<file path="config.mk">
export PLATFORM = sky130hd
export DESIGN_NAME = coin_acceptor
export DESIGN_NICKNAME = d
export VERILOG_FILES = /design/src/rtl/vm_pkg.sv /design/src/rtl/coin_debounce.sv /design/src/rtl/coin_acceptor.sv
export SDC_FILE = /design/constraint.sdc
export NUM_CORES = 1
export LEC_CHECK = 0
export CORE_ASPECT_RATIO = 0.5
export CORE_UTILIZATION = 56
export CTS_BUF_LIST = sky130_fd_sc_hd__clkbuf_4 sky130_fd_sc_hd__clkbuf_8 sky130_fd_sc_hd__clkbuf_16
export DETAILED_ROUTE_END_ITERATION = 10
export PLACE_DENSITY = 0.77
export SLEW_MARGIN = 20
export SYNTH_ARGS = -nofsm -noshare
export SYNTH_HDL_FRONTEND = slang
export SYNTH_SLANG_ARGS = --single-unit
</file>
<file path="constraint.sdc">
create_clock -name clk -period 2.55 [get_ports clk]
set_input_delay 0.51 -clock clk [delete_from_list [all_inputs] [get_ports clk]]
set_output_delay 0.51 -clock clk [all_outputs]
set_load 0.005 [all_outputs]
</file>
<file path="src/rtl/vm_pkg.sv">
// rtl/vm_pkg.sv - shared coin codes and debounce state type for the vending machine front end
package vm_pkg;

   typedef logic [1:0] coin_t;

   localparam coin_t COIN_NONE = 2'b00;
   localparam coin_t COIN_5    = 2'b01;
   localparam coin_t COIN_10   = 2'b10;

   typedef enum logic [1:0] {
      IDLE,
      QUAL_HI,
      HELD,
      QUAL_LO
   } deb_state_e;

endpackage

</file>
<file path="src/rtl/coin_debounce.sv">
// rtl/coin_debounce.sv - two-flop synchroniser plus debounce FSM, one event per qualified insertion
module coin_debounce
   import vm_pkg::*;
#(
   parameter int DEBOUNCE_CYCLES = 4
) (
   input  logic clk,
   input  logic rst,
   input  logic sense_i,
   output logic event_o
);

   localparam logic [3:0] LAST = 4'(DEBOUNCE_CYCLES);

   logic       sync1_q, sync2_q;
   deb_state_e state_q, state_d;
   logic [3:0] cnt_q, cnt_d;
   logic       ev_q, ev_d;

   always_ff @(posedge clk) begin
      if (rst) begin
         sync1_q <= 1'b0;
         sync2_q <= 1'b0;
         state_q <= IDLE;
         cnt_q   <= 4'd0;
         ev_q    <= 1'b0;
      end else begin
         sync1_q <= sense_i;
         sync2_q <= sync1_q;
         state_q <= state_d;
         cnt_q   <= cnt_d;
         ev_q    <= ev_d;
      end
   end

   // cnt counts samples already held; the sample that reaches LAST completes qualification
   always_comb begin
      state_d = state_q;
      cnt_d   = cnt_q;
      ev_d    = 1'b0;
      case (state_q)
         IDLE: begin
            if (sync2_q) begin
               state_d = QUAL_HI;
               cnt_d   = 4'd1;
            end
         end
         QUAL_HI: begin
            if (!sync2_q) begin
               state_d = IDLE;
            end else if (cnt_q + 4'd1 == LAST) begin
               state_d = HELD;
               ev_d    = 1'b1;
            end else begin
               cnt_d = cnt_q + 4'd1;
            end
         end
         HELD: begin
            if (!sync2_q) begin
               state_d = QUAL_LO;
               cnt_d   = 4'd1;
            end
         end
         QUAL_LO: begin
            if (sync2_q) begin
               state_d = HELD;
            end else if (cnt_q + 4'd1 == LAST) begin
               state_d = IDLE;
            end else begin
               cnt_d = cnt_q + 4'd1;
            end
         end
         default: state_d = IDLE;
      endcase
   end

   assign event_o = ev_q;

endmodule

</file>
<file path="src/rtl/coin_acceptor.sv">
// rtl/coin_acceptor.sv - debounced coin classification into a ready/valid coin queue with reject flag
module coin_acceptor
   import vm_pkg::*;
#(
   parameter int DEBOUNCE_CYCLES = 4,
   parameter int FIFO_DEPTH      = 4
) (
   input  logic                               clk,
   input  logic                               rst,
   input  logic                               sense_5,
   input  logic                               sense_10,
   input  logic                               coin_ready,
   output logic [1:0]                         coin,
   output logic                               coin_valid,
   output logic                               reject,
   output logic                               fifo_full,
   output logic [$clog2(FIFO_DEPTH+1)-1:0]    coin_count
);

   localparam int PW = $clog2(FIFO_DEPTH);
   localparam int CW = $clog2(FIFO_DEPTH+1);

   coin_t         mem_q [FIFO_DEPTH];
   logic [PW-1:0] wr_ptr_q, rd_ptr_q;
   logic [CW-1:0] count_q, count_d;
   logic          ev_5, ev_10, one_ev, push, pop;
   coin_t         push_coin;

   coin_debounce #(.DEBOUNCE_CYCLES(DEBOUNCE_CYCLES)) u_deb_5 (
      .clk     (clk),
      .rst     (rst),
      .sense_i (sense_5),
      .event_o (ev_5)
   );

   coin_debounce #(.DEBOUNCE_CYCLES(DEBOUNCE_CYCLES)) u_deb_10 (
      .clk     (clk),
      .rst     (rst),
      .sense_i (sense_10),
      .event_o (ev_10)
   );

   // Full is judged on the registered occupancy, so a same-cycle pop cannot make room
   assign fifo_full  = (count_q == CW'(FIFO_DEPTH));
   assign coin_valid = (count_q != '0);
   assign one_ev     = ev_5 ^ ev_10;
   assign push       = one_ev && !fifo_full;
   assign pop        = coin_valid && coin_ready;
   assign reject     = (ev_5 && ev_10) || (one_ev && fifo_full);
   assign push_coin  = ev_5 ? COIN_5 : COIN_10;
   assign coin       = coin_valid ? mem_q[rd_ptr_q] : COIN_NONE;
   assign coin_count = count_q;

   always_comb begin
      count_d = count_q;
      if (push && !pop) begin
         count_d = count_q + CW'(1);
      end else if (!push && pop) begin
         count_d = count_q - CW'(1);
      end
   end

   always_ff @(posedge clk) begin
      if (rst) begin
         wr_ptr_q <= '0;
         rd_ptr_q <= '0;
         count_q  <= '0;
      end else begin
         if (push) wr_ptr_q <= wr_ptr_q + PW'(1);
         if (pop)  rd_ptr_q <= rd_ptr_q + PW'(1);
         count_q <= count_d;
      end
   end

   always_ff @(posedge clk) begin
      if (!rst && push) begin
         mem_q[wr_ptr_q] <= push_coin;
      end
   end

endmodule

</file>
==> results.txt <==
- RSZ-0062 raised after global routing: false
* Number of antenna violations at the first check in global routing: 0
* Wire per inst: 13.3 um
- Overflow left after global routing: 0
- Post-CTS sizing: 0
- Clock transition at the registers of the reported paths: 0.07 ns
- Starting density of the core: 61.1%
- Combinational logic burns 26.5% of the power.
- CP max FO: 2
- Standby leakage power: 0.000704 uW
* Area enclosed by the die boundary: 0.00318 sq mm
- Sequential cells burn 45.4% of the power.
- Max Root-Sink Buffers: 2
- Post-layout net count: 189
- For this run, the top clock speed supported by timing is 436 MHz.
- In this run the cell area of the synthesized design comes to 0.00165 sq mm.
* Number of antenna repair diodes: 0
* Die height: 40.4 um
* Number of nets still failing antenna checks after routing: 0
- The critical path is of the reg -> out type.
- Floorplan die width: 78.8 um
* Required time at the worst-slack endpoint: 2.04 ns
* Mean post-synth cell area: 10.4 sq um
- Final period util: 90.0%
- Final setup skew: 0.00745 ns
- Sink Count: 35
- The most common cell in the synthesized netlist is sky130_fd_sc_hd__dfxtp_1.
* Pre-Repair DR Iteration Count: 4
* Post-synth top flop: sky130_fd_sc_hd__dfxtp_1
- Summing over every cut layer, the via total after detailed routing is 1126.
- Clk root buf: sky130_fd_sc_hd__clkbuf_8
- Number of levels in the clock H-tree: 2
- The area growth from synthesis to layout is 15.2%.
- During I/O placement, the number of pins put on the boundary was 13.
* Area fraction of the dominant cell type after synthesis: 32.8%
- Once the clock tree was built, the setup fixing pass inserted 0 buffers.
- Setup slack closes at 0.255 ns.
- Final critical path time including I/O delays and setup: 2.30 ns
- The final layout contains routed wiring with a total length of 2.81 mm.
* Layout cell share with drive strength beyond 1: 8.62%
* Total nets after synthesis: 174
* Proportion of synthesized chip area in sequential cells: 47.3%
- After detailed routing, the number of remaining DRC violations is 0.
* Count of flip-flops with a built-in enable after synthesis: 8
- The first global-routing pass estimated 4.53 mm of wire.
- For the pin with the worst max-slew slack, the measured transition is 0.504 ns.
* Final estimated routing congestion in global placement: 0.808
- Number of synthesis warnings: 0
* Cells after Synth: 158
- For this design the ratio of total power to cell area is 773 mW/mm^2.
* Count of maximum capacitance violations: 0
* Row count: 13
- Final setup vio count: 0
- Count of state elements after synthesis: 35
* Internal power: 1080 uW
* Total power after layout: 1470 uW
* Largest area contributor in the synthesized netlist: sky130_fd_sc_hd__dfxtp_1
- Count of buffers inserted at the top-level ports: 12
* Kind of start point of the critical path: register
- Final Hold Violating Endpoints: 0
- CTS tree: yes
- The flow ran to the end, and the final reports show no timing, DRC or antenna violations.
- Via count normalized by instance count: 5.34
- Layout Utilization: 70.4%
- Slew headroom: 66.1%
* Nature of the critical path endpoint: output port
- Worst ir drop on vdd: 0.616 mV
- In this run the worst hold path is classified as reg -> reg.
- Counting distinct cell types in the post-synthesis netlist gives 39.
- For this design, the CTS-stage hold fixing added 0 buffers.
- The analysis attributes to net switching a power of 391 uW.
- Place WS: 0.191 ns
* Data arrival time of the critical path: 1.79 ns
- Sorting the synthesized cells by how often they occur yields 27 x sky130_fd_sc_hd__dfxtp_1, 17 x sky130_fd_sc_hd__nor2_1, 10 x sky130_fd_sc_hd__ha_1.
- Maximum number of pins on one net before global-route repair: 27
- Iteration-0 DRC Markers: 19
- Count of pins over their slew limit: 0
* Clock network power share: 28.1%
- Switching fraction of total power: 26.6%
- The number of clock buffers added by TritonCTS is 5.
- The core region is 0.00270 sq mm.
- The clock reaches the later pin of the worst-skew pair after 0.28 ns.
- The HPWL after detailed placement is 2.03 mm.
- For this run, the total global-route usage over all layers was measured as 20.7%.
- Async S/R FF share, synth: 0%
* Setup Total Neg Slack: 0 ns
* Number of global-route vias before repair: 980
* Cell types with the largest area share after synthesis: sky130_fd_sc_hd__dfxtp_1 33%, sky130_fd_sc_hd__edfxtp_1 15%, sky130_fd_sc_hd__ha_1 7.6%
==> routing by layer <==
layer  up-vias  part of all wire (%)  track usage, %
li1        580                     -               -
met1       533                    47            23.3
met2        11                    49            38.3
met3         2                   4.0            7.50
met4         0                  0.36            6.94
met5         -                     0               0
==> path summary, 6_finish.rpt <==
check	from	endpoint	slack, ns	depth (start not counted)
setup / recovery	register	coin[0]	0.25	3
hold / removal	u_deb_10.sync1_q	u_deb_10.sync2_q	0.45	1
setup reg to reg	coin_count[0]	coin_count[2]	0.27	8
hold reg to reg	u_deb_10.sync1_q	u_deb_10.sync2_q	0.45	1
==> layout by cell type (no fill, tap or decap), types with 2 or more instances in the layout <==
cell type                         instances
sky130_fd_sc_hd__a22oi_1                  2
sky130_fd_sc_hd__and2_1                   7
sky130_fd_sc_hd__mux4_2                   2
sky130_fd_sc_hd__edfxtp_1                 8
sky130_fd_sc_hd__nor2_1                  17
sky130_fd_sc_hd__a21oi_1                  5
sky130_fd_sc_hd__inv_1                    8
sky130_fd_sc_hd__nand3_1                  4
sky130_fd_sc_hd__a31oi_1                  2
sky130_fd_sc_hd__ha_1                    10
sky130_fd_sc_hd__a211oi_1                 3
sky130_fd_sc_hd__clkbuf_8                 6
sky130_fd_sc_hd__nor3_1                   2
sky130_fd_sc_hd__nand2_1                  9
sky130_fd_sc_hd__xnor2_1                  3
sky130_fd_sc_hd__xor2_1                   6
sky130_fd_sc_hd__nor4_1                   2
sky130_fd_sc_hd__o21ai_0                  2
sky130_fd_sc_hd__mux2i_1                  6
sky130_fd_sc_hd__clkdlybuf4s50_1         12
sky130_fd_sc_hd__nand2b_1                 5
sky130_fd_sc_hd__or3_1                    2
sky130_fd_sc_hd__nor2b_1                  5
sky130_fd_sc_hd__dfxtp_1                 27
==> power by group through the flow <==
| stage | logic, uW | clock network [uW] | registers (uW) |
|---|---|---|---|
| floorplan | 203 | 0 | 667 |
| global placement | 379 | 0 | 674 |
| detailed placement | 391 | 0 | 676 |
| CTS | 394 | 424 | 668 |
| global route | 430 | 454 | 677 |
| finish | 390 | 412 | 666 |
==> critical path, cell delays in order (launching register included) <==
cell and delay [ns]:
sky130_fd_sc_hd__dfxtp_1 0.39, sky130_fd_sc_hd__mux4_2 0.51, sky130_fd_sc_hd__and2_1 0.17, sky130_fd_sc_hd__clkdlybuf4s50_1 0.43
==> cell families after synthesis <==
family,count (synthesis),share of synthesized area (%)
buf+inv,13,2.96
xor+xnor,9,4.78
mux,8,6.37
simple gates,60,19.6
fa+ha+maj,11,8.79
compound gates,22,10.2
flops,35,47.3
==> per-stage QoR <==
step	hold WS [ns]	instance area, sq um	std cells
CTS	0.458	1900	211
detailed placement	0.448	1810	203
floorplan	0.414	1650	158
global placement	0.438	1810	203
global route	0.476	1900	211
finish	0.452	1900	211
==> final cells by class <==
cell class | instances | area [sq um]
inverters | 8 | 30.0
fillers | 210 | 800
clock inverters | 1 | 5.00
flip-flops and latches | 35 | 781
well taps | 37 | 46.3
multi-input cells | 110 | 821
clock buffers | 7 | 90.1
repair buffers | 13 | 128
Power figures use the tool's default switching activity.
